==> src/rtl/fp_pkg.sv <==
// Shared FP writeback types: flag bit positions, canonical quiet NaN,
// the buffered result entry and a NaN classifier.
package fp_pkg;

    localparam int unsigned FLAG_NV = 4;
    localparam int unsigned FLAG_DZ = 3;
    localparam int unsigned FLAG_OF = 2;
    localparam int unsigned FLAG_UF = 1;
    localparam int unsigned FLAG_NX = 0;

    localparam logic [31:0] QNAN_CANON = 32'h7FC0_0000;

    typedef struct packed {
        logic [31:0]              data;
        logic [4:0]               rd;
        logic [FLAG_NV:FLAG_NX]   flags;
    } fp_wb_entry_t;

    function automatic logic is_nan(input logic [31:0] x);
        return (x[30:23] == 8'hFF) && (x[22:0] != '0);
    endfunction

endpackage

==> src/rtl/fp_wb_fifo.sv <==
// In-order FIFO of writeback entries; exposes head, occupancy, per-slot
// valid mask and per-slot destination registers.
module fp_wb_fifo
    import fp_pkg::*;
#(
    parameter int unsigned DEPTH = 2
) (
    input  logic                         clk,
    input  logic                         rst_n,
    input  logic                         flush_i,
    input  logic                         push_i,
    input  fp_wb_entry_t                 push_entry_i,
    input  logic                         pop_i,
    output logic [$clog2(DEPTH):0]       count_o,
    output fp_wb_entry_t                 head_o,
    output logic [DEPTH-1:0]             valid_o,
    output logic [DEPTH-1:0][4:0]        rd_o
);

    localparam int unsigned PTR_W = $clog2(DEPTH);
    localparam int unsigned CNT_W = PTR_W + 1;

    logic [PTR_W-1:0] wr_q, wr_d;
    logic [PTR_W-1:0] rd_q, rd_d;
    logic [CNT_W-1:0] cnt_q, cnt_d;
    fp_wb_entry_t     mem_q [DEPTH];

    always_comb begin
        wr_d  = wr_q;
        rd_d  = rd_q;
        cnt_d = cnt_q;
        if (flush_i) begin
            wr_d  = '0;
            rd_d  = '0;
            cnt_d = '0;
        end else begin
            if (push_i) wr_d = wr_q + PTR_W'(1);
            if (pop_i)  rd_d = rd_q + PTR_W'(1);
            case ({push_i, pop_i})
                2'b10:   cnt_d = cnt_q + CNT_W'(1);
                2'b01:   cnt_d = cnt_q - CNT_W'(1);
                default: cnt_d = cnt_q;
            endcase
        end
    end

    always_ff @(posedge clk or negedge rst_n) begin
        if (!rst_n) begin
            wr_q  <= '0;
            rd_q  <= '0;
            cnt_q <= '0;
            for (int unsigned i = 0; i < DEPTH; i++) mem_q[i] <= '0;
        end else begin
            wr_q  <= wr_d;
            rd_q  <= rd_d;
            cnt_q <= cnt_d;
            if (push_i && !flush_i) mem_q[wr_q] <= push_entry_i;
        end
    end

    // Slot i is live when its distance from the read pointer is below the count.
    always_comb begin
        valid_o = '0;
        rd_o    = '0;
        for (int unsigned i = 0; i < DEPTH; i++) begin
            valid_o[i] = {1'b0, PTR_W'(i) - rd_q} < cnt_q;
            rd_o[i]    = mem_q[i].rd;
        end
    end

    assign count_o = cnt_q;
    assign head_o  = mem_q[rd_q];

endmodule

==> src/rtl/fp_result_wb.sv <==
// FP writeback stage: buffers execute results, optionally canonicalises NaNs,
// retires in order to the FP register file, accrues fflags, exports pending.
module fp_result_wb
    import fp_pkg::*;
#(
    parameter int unsigned DEPTH     = 2,
    parameter bit          CANON_NAN = 1'b1
) (
    input  logic        clk,
    input  logic        rst_n,
    input  logic        flush,
    input  logic        res_valid,
    output logic        res_ready,
    input  logic [31:0] res_data,
    input  logic [4:0]  res_rd,
    input  logic [4:0]  res_flags,
    input  logic        frf_stall,
    output logic        frf_we,
    output logic [4:0]  frf_waddr,
    output logic [31:0] frf_wdata,
    input  logic        csr_we,
    input  logic [4:0]  csr_wdata,
    output logic [4:0]  fflags,
    output logic [31:0] pending
);

    localparam int unsigned CNT_W = $clog2(DEPTH) + 1;

    logic [CNT_W-1:0]      count;
    fp_wb_entry_t          head;
    fp_wb_entry_t          enq_entry;
    logic [DEPTH-1:0]      slot_valid;
    logic [DEPTH-1:0][4:0] slot_rd;
    logic                  enq;
    logic                  not_empty;
    logic [4:0]            fflags_q, fflags_d;

    assign not_empty = (count != '0);
    assign res_ready = (count != CNT_W'(DEPTH));
    assign enq       = res_valid && res_ready && !flush;
    assign frf_we    = not_empty && !frf_stall && !flush;
    assign frf_waddr = not_empty ? head.rd   : '0;
    assign frf_wdata = not_empty ? head.data : '0;

    always_comb begin
        enq_entry.data  = (CANON_NAN && is_nan(res_data)) ? QNAN_CANON : res_data;
        enq_entry.rd    = res_rd;
        enq_entry.flags = res_flags;
    end

    fp_wb_fifo #(
        .DEPTH (DEPTH)
    ) u_fifo (
        .clk          (clk),
        .rst_n        (rst_n),
        .flush_i      (flush),
        .push_i       (enq),
        .push_entry_i (enq_entry),
        .pop_i        (frf_we),
        .count_o      (count),
        .head_o       (head),
        .valid_o      (slot_valid),
        .rd_o         (slot_rd)
    );

    // A CSR write and a retiring entry in the same cycle both land.
    always_comb begin
        fflags_d = (csr_we ? csr_wdata : fflags_q) | (frf_we ? head.flags : 5'b0);
    end

    always_ff @(posedge clk or negedge rst_n) begin
        if (!rst_n) fflags_q <= '0;
        else        fflags_q <= fflags_d;
    end

    assign fflags = fflags_q;

    always_comb begin
        pending = '0;
        for (int unsigned i = 0; i < DEPTH; i++) begin
            if (slot_valid[i]) pending[slot_rd[i]] = 1'b1;
        end
    end

endmodule

==> config.mk <==
export PLATFORM = sky130hd
export DESIGN_NAME = fp_result_wb
export DESIGN_NICKNAME = d
export VERILOG_FILES = /design/src/rtl/fp_pkg.sv /design/src/rtl/fp_wb_fifo.sv /design/src/rtl/fp_result_wb.sv
export SDC_FILE = /design/constraint.sdc
export NUM_CORES = 1
export LEC_CHECK = 0
export BUFFER_PORTS_ARGS = -buffer_cell sky130_fd_sc_hd__buf_4
export CORE_ASPECT_RATIO = 0.75
export CORE_MARGIN = 5
export CORE_UTILIZATION = 53
export DETAILED_ROUTE_END_ITERATION = 16
export PLACE_DENSITY = 0.8
export SYNTH_ARGS = -nofsm -noshare
export SYNTH_HDL_FRONTEND = slang
export SYNTH_SLANG_ARGS = --single-unit
==> constraint.sdc <==
create_clock -name clk -period 1.76 [get_ports clk]
set_input_delay 0.352 -clock clk [delete_from_list [all_inputs] [get_ports clk]]
set_output_delay 0.352 -clock clk [all_outputs]
set_load 0.01 [all_outputs]
Yosys cells after proc, flatten, opt, wreduce, memory -nomap -nowiden
Index checks and enable logic that the tools add are counted.
- word-level logic and storage cells: 72
- register bits after elaboration: 93
- bits of input ports: 53
- reductions and logical operators: 16
- bitwise gates (word level): 4
- $lt $le $gt $ge: 9
- mux-type cells: 23
- equality and inequality tests: 4
- add/subtract/negate cells: 6
- operators by type and width (operator ; number):
    two-way mux 42 bit ; 4
    two-way mux 32 bit ; 4
    bitwise mux 84 bit ; 1
    demux 42 bit (select 1 bit) ; 1
    OR 32 bit ; 1
    nonzero test 23 bit ; 1
    two-way mux 5 bit ; 3
    < comparator 5 x 6 -> 1 bit (second input constant) ; 2
    demux 1 bit (select 5 bit) ; 2
    >= comparator 5 x 1 -> 1 bit (second input constant) ; 2
    logical AND 1 bit ; 9
    == test 8 bit (second input constant) ; 1
    two-way mux 1 bit ; 6
    nonzero test 2 bit ; 3
    OR 5 bit ; 1
    >= comparator 2 bit (second input constant) ; 2
    < comparator 1 x 2 -> 1 bit ; 2
    NOT 1 -> 2 bit ; 2
    case mux 2 bit (2 select lines) ; 1
    nonzero test 3 bit ; 1
    adder 1 bit (second input constant) ; 2
    adder 2 x 1 -> 2 bit (second input constant) ; 1
    == test 2 x 1 -> 1 bit (second input constant) ; 1
    == test 2 bit (second input constant) ; 1
    6 further kinds ; 8

Depth between registers and ports, before layout
Gate-level depths: netlist of the first run.
- depth after elaboration: 7
- depth in mapped cells: 7
- mapped depth without buffers: 4

Cells and area by module
Synthesis of the first run repeated with hierarchy kept, for this count alone.
- cell total of the unflattened synthesis: 423
- area, all modules: 5106.1 um^2
- modules (own cells, without submodules) (module ; seq. area each (um^2) ; cells each ; area an instance (um^2) ; instances):
    fp_wb_fifo ; 2202.1 ; 255 ; 3947.5 ; 1
    fp_result_wb ; 125.1 ; 168 ; 1158.6 ; 1

Worst setup path before layout of the first run
No wires, ideal clock.
- path kind: reg-to-output
- from: reg u_fifo.rd_q
- to: out pending[13]
- arrival: 1.393 ns
- buffers on the path: 2
- required time: 1.408 ns
- setup slack: 0.015 ns
- cell stages (with the launch flop): 7
- cell sequence: dfrtp_1 buf_4 nor2b_4 nor2_2 or3b_1 buf_6 o22ai_1
- word-level cells in the longest chain between the ends: 5
- ends and longest elaborated chain (what ; RTL line ; RTL):
    from (decl) ; fp_wb_fifo.sv:24 ; logic [PTR_W-1:0] rd_q, rd_d;
    from (signal assigned) ; fp_wb_fifo.sv:55 ; rd_q <= rd_d;
    subtractor 1 bit ; fp_wb_fifo.sv:66 ; valid_o[i] = {1'b0, PTR_W'(i) - rd_q} < cnt_q;
    < comparator 1 x 2 -> 1 bit ; fp_wb_fifo.sv:66 ;
    two-way mux 32 bit ; fp_result_wb.sv:81 ; if (slot_valid[i]) pending[slot_rd[i]] = 1'b1;
    OR 32 bit (no line) ; n/a ;
    two-way mux 32 bit * ; fp_result_wb.sv:81 ;
    to (decl) ; fp_result_wb.sv:24 ; output logic [31:0] pending
Mark *: on every way between the ends. The rest lies on a longest branch, timed or not.

Final worst setup path of the first run
- from: reg u_fifo.rd_q
- to: out pending[18]
Same word-level chain as after synthesis.

==> results of run 1 <==
logic make-up after synthesis:
family	Yosys count	synth area share
DFF	93	0.487
xor gates and xnor gates	1	0.00183
muxes	47	0.0985
and+or+nand+nor	314	0.283
buffers and inverters	45	0.0472
AOI/OAI and AO/OA	67	0.0823
power groups by stage:
stage               registers [mW]  logic, mW  clock network (mW)
floorplan                     2.87      0.992                   0
global placement              2.95       1.53                   0
detailed placement            2.99       1.60                   0
CTS                           2.96       1.79                1.75
global route                  3.04       2.04                1.84
finish                        2.99       1.86                1.73
layout make-up:
class	count	share of cell area
multi-input cells	429	0.359
flip-flops and latches	93	0.353
repair buffers	172	0.227
clock buffers	12	0.0358
well taps	112	0.0212
clock inverters	3	0.00359
inverters	1	0.000568
layout by cell type (no fill, tap or decap), types with 3 or more instances in the layout:
| cell type | n |
|---|---|
| nand3_1 | 30 |
| nor2_1 | 47 |
| mux2i_1 | 47 |
| buf_12 | 4 |
| nand3b_1 | 8 |
| buf_6 | 9 |
| clkbuf_1 | 3 |
| nand4_1 | 3 |
| or3_4 | 4 |
| nor4_1 | 5 |
| nand2_1 | 196 |
| a21oi_1 | 5 |
| buf_4 | 152 |
| clkbuf_16 | 9 |
| dfrtp_1 | 89 |
| dfrtp_2 | 4 |
| o22ai_1 | 18 |
| o22ai_2 | 14 |
| or3b_4 | 6 |
| o21ai_0 | 24 |
| buf_16 | 5 |
sequential cells by signal, indices dropped and copies added, names as in the netlist:
register	count
u_fifo.wr_q	1
u_fifo.mem_q	74
u_fifo.rd_q	1
u_fifo.count_o	2
fflags	5
u_fifo.rd_o	10
through the flow:
step / total power, mW / hold WS [ns] / instances / setup slack [ns]
5_1_grt: 6.92 / 0.216 / 822 / -0.421
6_report: 6.58 / 0.219 / 822 / -0.362
3_3_place_gp: 4.48 / 0.236 / 791 / 0.00978
4_1_cts: 6.50 / 0.206 / 820 / -0.317
2_1_floorplan: 3.87 / 0.0564 / 567 / 0.0146
3_5_place_dp: 4.59 / 0.242 / 791 / -0.0335
synthesized netlist by cell type:
master,count
nand2_1,196
dfrtp_1,93
nor2_1,48
mux2i_1,47
o22ai_1,33
nand3_1,31
o21ai_0,24
clkbuf_1,17
buf_2,12
nand3b_1,8
buf_4,7
buf_1,6
or3_1,6
a21oi_1,5
nor4_1,5
or3b_2,5
nand4_1,3
a22o_1,2
and2_1,2
buf_6,2
or3b_1,2
a32oi_1,1
and3_1,1
and3b_1,1
inv_1,1
nand2b_1,1
nor2_2,1
nor2b_1,1
nor2b_4,1
nor3_1,1
o211ai_1,1
o21bai_1,1
or2_2,1
xor2_1,1
worst min-delay path, cell delays in order:
cell and delay (ns):
buf_4 0.08, nand2_1 0.04, nand2_1 0.05
path summary, 6_finish.rpt:
check / endpoint / slack [ns]
min: u_fifo.mem_q[1]$_DFFE_PN0P_ / 0.22
max in group asynchronous: u_fifo.rd_q$_DFFE_PN0P_ / 0.64
min in group asynchronous: u_fifo.mem_q[56]$_DFFE_PN0P_ / 0.43
max: pending[18] / -0.36
min reg2reg: u_fifo.mem_q[42]$_DFFE_PN0P_ / 0.47
max reg2reg: u_fifo.mem_q[32]$_DFFE_PN0P_ / 0.12
layer usage:
metal  GRT usage  share of wire  vias to the layer above
met3      0.0684          0.076                       50
li1            -              -                     2181
met5           0              0                        -
met2       0.467           0.49                      231
met1       0.354           0.41                     2439
met4      0.0991          0.026                        0
repair_timing:
action | 4_1_cts | 5_1_grt
resized for setup | 28 | 20
endpoints found under the hold margin | 18 | 0
cloned | 6 | 0
pin swaps | 8 | 7
endpoints found under the setup margin | 70 | 117
hold buffers | 1 | 0
setup buffers | 7 | 2
==> metrics.csv, run 1 <==
metric;value;unit
Net Sw Frac;0.321;
FILL cells;652;
status;finished with violations;
Reg2Reg Depth;6;
Finished Core Util;0.740;
CTS Buffer Depth;2;
Critical Setup Path Class;register to primary output;
CP max stage delay;0.46;ns
crit path max-delay cell type;or3b_4;
Buf/Inv on CP;1;
mean number of vias per cell;5.96;
RR Startpoint;u_fifo.count_o[0]$_DFFE_PN0P_;
final worst-path cycle share;1.21;
DP Area;5930;um2
Cell Rows;30;
worst hold start;res_flags[1];
Seq pwr share;0.454;
First DRT Iteration DRCs;447;
IR drop worst, VDD;742;uV
worst hold stages;3;
endpoints failing hold;0;
Synth top area share;0.487;
drt first pass iters;5;
Num CTS Buffers;9;
top cell type by total area after synthesis;dfrtp_1;
layout cell share with drive strength beyond 1;0.308;
crit path from;u_fifo.rd_q$_DFFE_PN0P_;
static leakage power;3.23;nW
input/output buffers;128;
largest net degree at the start of global routing;76;
register area;2330;um2
Max Cap Viol;0;
# diodes;0;
core area;8930;um2
Slew HR;0.732;
PD cells;995;nW/um2
Vias;4901;
Overall Global Routing Usage;0.279;
P_int;4.47;mW
Synth warnings;0;
Die Wd;120;um
Worst Setup Start Kind;register;
vias in the first global route;4851;
Clk pin slew, worst setup/hold paths;0.06;ns
Gate power share;0.283;
post-synthesis cell count;567;
HPWL after detailed placement;9760;um
Critical Path RT;1.41;ns
critical path cell sequence;nor2b_4 > nor2_2 > or3b_4 > o22ai_1 > buf_4;
Starting Density;0.535;
sequential area share after synthesis;0.487;
Worst Path Max Fanout;8;
syn_area_per_cell;8.42;um2
Synth area leaders;dfrtp_1 49%, nand2_1 15%, mux2i_1 9.9%;
CTS sink count;93;
average wire per standard cell;18.9;um
CTS tree;built;
TNS Setup;-20.41;ns
Residual DRC;0;
Root Buffer;clkbuf_16;
Critical Path AT;1.77;ns
cell area after layout;6610;um2
CP top delay family;simple AND/OR/NAND/NOR gates;
fin crit period;2.12;ns
Synth-to-Final Area Change;38.5;%
violated checks;negative setup slack;
synth unique cells;34;
Max H-tree Level;3;
synthesized area;4780;um2
slew of the pin with the lowest slew margin;0.402;ns
Top-Level Pins;129;
hold crit path type;input pin to register;
first-pass GRT wire length;24500;um
fmax;471;MHz
CP endpoint kind;primary output;
die area;11000;um2
nets;759;
Max Clock Skew;0.00796;ns
net switching power;2.11;mW
Die Y-Extent;92.2;um
total grt overflow;0;
post-synthesis register bit count;93;
Placer Congestion;0.857;
Final setup viols;70;
RSZ-0062 raised after global routing;true;
Max Slew Vio Count;0;
Synthesized Nets;620;
CP Depth;5;
area occupied by multi-input gates;2370;um2
final setup margin;-0.362;ns
Clk pwr share;0.263;
initial antenna violation count;0;
post-route ant nets;0;
DRT Wirelength;15500;um
Clk Latency, worst-skew pair;0.34;ns
(Power assumes the default switching activity.)
==> inputs of run 2 (changes only) <==
Settings changed: CORE_UTILIZATION 53 to 54, HOLD_SLACK_MARGIN set to 0.02, PLACE_DENSITY 0.8 to 0.81, SYNTH_HIERARCHICAL set to 1.
==> metrics.csv, run 2 <==
metric;value;unit;change
CP endpoint kind;primary output;;
average wire per standard cell;24.0;um;+27%
Worst Path Max Fanout;8;;unchanged
First DRT Iteration DRCs;281;;-37%
nets;633;;-17%
synthesized area;5110;um2;+6.9%
post-synthesis cell count;423;;-25%
# diodes;0;;unchanged
Placer Congestion;0.809;;-5.6%
HPWL after detailed placement;8930;um;-8.5%
slew of the pin with the lowest slew margin;0.396;ns;-0.00541 ns
die area;11500;um2;+4.5%
sequential area share after synthesis;0.456;;-0.0315
mean number of vias per cell;5.95;;-0.21%
static leakage power;3.45;nW;+6.8%
Post-Synth Adder-Cell Area;0;;unchanged
WHS Endpoint;fflags[2]$_DFF_PN0_;;
core area;9120;um2;+2.1%
Clk Latency, worst-skew pair;0.34;ns;about the same
Slew HR;0.735;;+0.00281
placed cells;667;;-16%
CTS tree;built;;
Starting Density;0.560;;+0.0252
status;finished with violations;;
max reg flops;74;;unchanged
Post-synth top flop;dfrtp_1;;
worst hold start;csr_wdata[2];;
Max Slew Vio Count;0;;unchanged
drt first pass iters;5;;unchanged
fmax;464;MHz;-1.6%
Reg2Reg Depth;6;;unchanged
syn_area_per_cell;12.1;um2;+43%
WL met3;999;um;-15%
Overall Global Routing Usage;0.257;;-0.0220
Synthesized Nets;476;;-23%
Clk pin slew, worst setup/hold paths;0.07;ns;about the same
synth cell count leaders;119 x mux2_2, 93 x dfrtp_1, 63 x nor2b_1, 32 x o22ai_1;;
PD cells;1120;nW/um2;+12%
Synth area leaders;dfrtp_1 46%, mux2_2 26%, nor2b_1 7.7%;;
Worst Setup Start Kind;register;;
Residual DRC;0;;unchanged
Die Wd;122;um;+2.2%
largest reg by FF count;u_fifo/mem_q;;
input/output buffers;128;;unchanged
largest family of logic cells by synthesized area;multiplexers;;
DP Area;6420;um2;+8.3%
largest net degree at the start of global routing;51;;-33%
Post-synth ARST share;1.00;;unchanged
Critical Path RT;1.41;ns;about the same
post-route ant nets;0;;unchanged
total grt overflow;0;;unchanged
Synth top area share;0.456;;-0.0315
met2 WL;8570;um;+13%
Root Buffer;clkbuf_16;;
RR Startpoint;u_fifo/count_o[0]$_DFFE_PN0P_;;
fin crit period;2.16;ns;+0.0338 ns
M1 WL;7120;um;+11%
post-synthesis simple-gate area fraction;0.149;;-0.134
multiplexer area fraction after synthesis;0.278;;+0.179
Critical Path AT;1.80;ns;+0.03 ns
initial antenna violation count;0;;unchanged
first-pass GRT wire length;23100;um;-5.5%
Synth warnings;6;;+6
Vias;4242;;-13%
non-filler cells, final;713;;-13%
Num CTS Buffers;9;;unchanged
synth unique cells;37;;+8.8%
uppermost layer routed;met4;;
DRT Wirelength;17100;um;+10%
endpoints failing hold;0;;unchanged
Synth-to-Final Area Change;52.1;%;
cell area after layout;7770;um2;+17%
RSZ-0062 raised after global routing;true;;
Final setup viols;126;;+80%
FILL cells;450;;-31%
commonest cells after routing, fill and taps aside;131 x buf_4, 90 x dfrtp_1, 84 x mux2_2;;
hold crit path type;input pin to register;;
post-synthesis register bit count;93;;unchanged
vias in the first global route;4417;;-8.9%
Max H-tree Level;3;;unchanged
slack of the worst reg-to-reg path;-0.14;ns;-0.26 ns
violated checks;negative setup slack;;
Critical Setup Path Class;register to primary output;;
top cell type by total area after synthesis;dfrtp_1;;
final setup margin;-0.396;ns;-0.0338 ns
worst hold stages;2;;-1
Cell Rows;30;;unchanged
most common cell after layout, fill and taps aside;buf_4;;
Top-Level Pins;129;;unchanged
Post-synth EDFFs;0;;unchanged
CTS sink count;93;;unchanged
Post-Synth XOR/XNOR Area;0.00686;;+0.00503
Synth Area in Compound Gates;0.0564;;-0.0259
Max Cap Viol;0;;unchanged
layout cell share with drive strength beyond 1;0.663;;+0.355
CTS Buffer Depth;2;;unchanged
Die Y-Extent;94.2;um;+2.2%
final worst-path cycle share;1.22;;+0.0192
IR drop worst, VDD;688;uV;-7.2%
Reg2Reg Capture Point;u_fifo/mem_q[1]$_DFFE_PN0P_;;
Max Clock Skew;0.00592;ns;-0.00204 ns
most frequent cell after synthesis;mux2_2;;
-- run 2: what timing repair did --
| action | in CTS | in global routing |
|---|---|---|
| pin swaps | 17 | 10 |
| cloned | 3 | 10 |
| gates resized for setup | 58 | 80 |
| endpoints found under the hold margin | 24 | 0 |
| setup endpoints to repair | 82 | 145 |
| setup buffers | 16 | 0 |
| hold buffers | 1 | 0 |
-- run 2: cells by family after synthesis --
family | count (synthesis)
muxes | 126
buffers and inverters | 43
xor gates and xnor gates | 4
and+or+nand+nor | 115
AOI/OAI and AO/OA | 42
DFF | 93
-- run 2: layout make-up --
class | count | area [um2] | share of cell area
clock buffer | 10 | 229 | 0.0295
clock inverter | 6 | 86.3 | 0.0111
inverter | 2 | 7.51 | 0.000967
multi-input combinational | 287 | 3060 | 0.394
sequential | 93 | 2330 | 0.300
tap | 128 | 160 | 0.0206
timing repair buffer | 187 | 1890 | 0.244
-- run 2: worst max-delay path by stage --
stage,from,end,slack [ns],cells past startpoint
3_3_place_gp,u_fifo/rd_q$_DFFE_PN0P_,pending[28],0.01,6
5_1_grt,u_fifo/rd_q$_DFFE_PN0P_,pending[28],-0.45,6
2_1_floorplan,u_fifo/rd_q$_DFFE_PN0P_,pending[0],-0.09,7
6_report,u_fifo/rd_q$_DFFE_PN0P_,pending[28],-0.40,6
3_5_place_dp,u_fifo/rd_q$_DFFE_PN0P_,pending[0],-0.001,6
4_1_cts,u_fifo/rd_q$_DFFE_PN0P_,pending[0],-0.35,6
-- run 2: layer usage --
metal	vias up	GRT usage
li1	1838	-
met1	2164	0.333
met2	199	0.434
met3	41	0.0620
met4	0	0.0634
met5	-	0
-- run 2: critical path, stage by stage, from the launching register on --
cell and delay [ns]:
dfrtp_2 0.44, inv_2 0.06, a21o_1 0.12, or3b_4 0.39
buf_12 0.17, o22ai_4 0.16, buf_6 0.13
-- run 2: where the power goes --
| group | internal, mW | switching (mW) | leakage (nW) | total [mW] |
|---|---|---|---|---|
| combinational | 1.94 | 1.45 | 2.16 | 3.38 |
| clock | 1.25 | 0.830 | 0.153 | 2.07 |
| sequential | 2.77 | 0.449 | 1.14 | 3.22 |
| total | 5.96 | 2.72 | 3.45 | 8.68 |
-- run 2: through the flow --
stage / TNS, ns / power [mW] / util / hold slack (ns) / worst slack (ns)
2_1_floorplan: -4.28 / 4.82 / - / 0.0564 / -0.0936
3_3_place_gp: 0 / 5.58 / 0.704 / 0.273 / 0.0130
3_5_place_dp: -0.00189 / 5.73 / 0.704 / 0.276 / -0.00108
4_1_cts: -18.79 / 8.10 / 0.792 / 0.230 / -0.352
5_1_grt: -34.85 / 9.06 / 0.851 / 0.232 / -0.455
6_report: -27.17 / 8.68 / 0.851 / 0.239 / -0.396
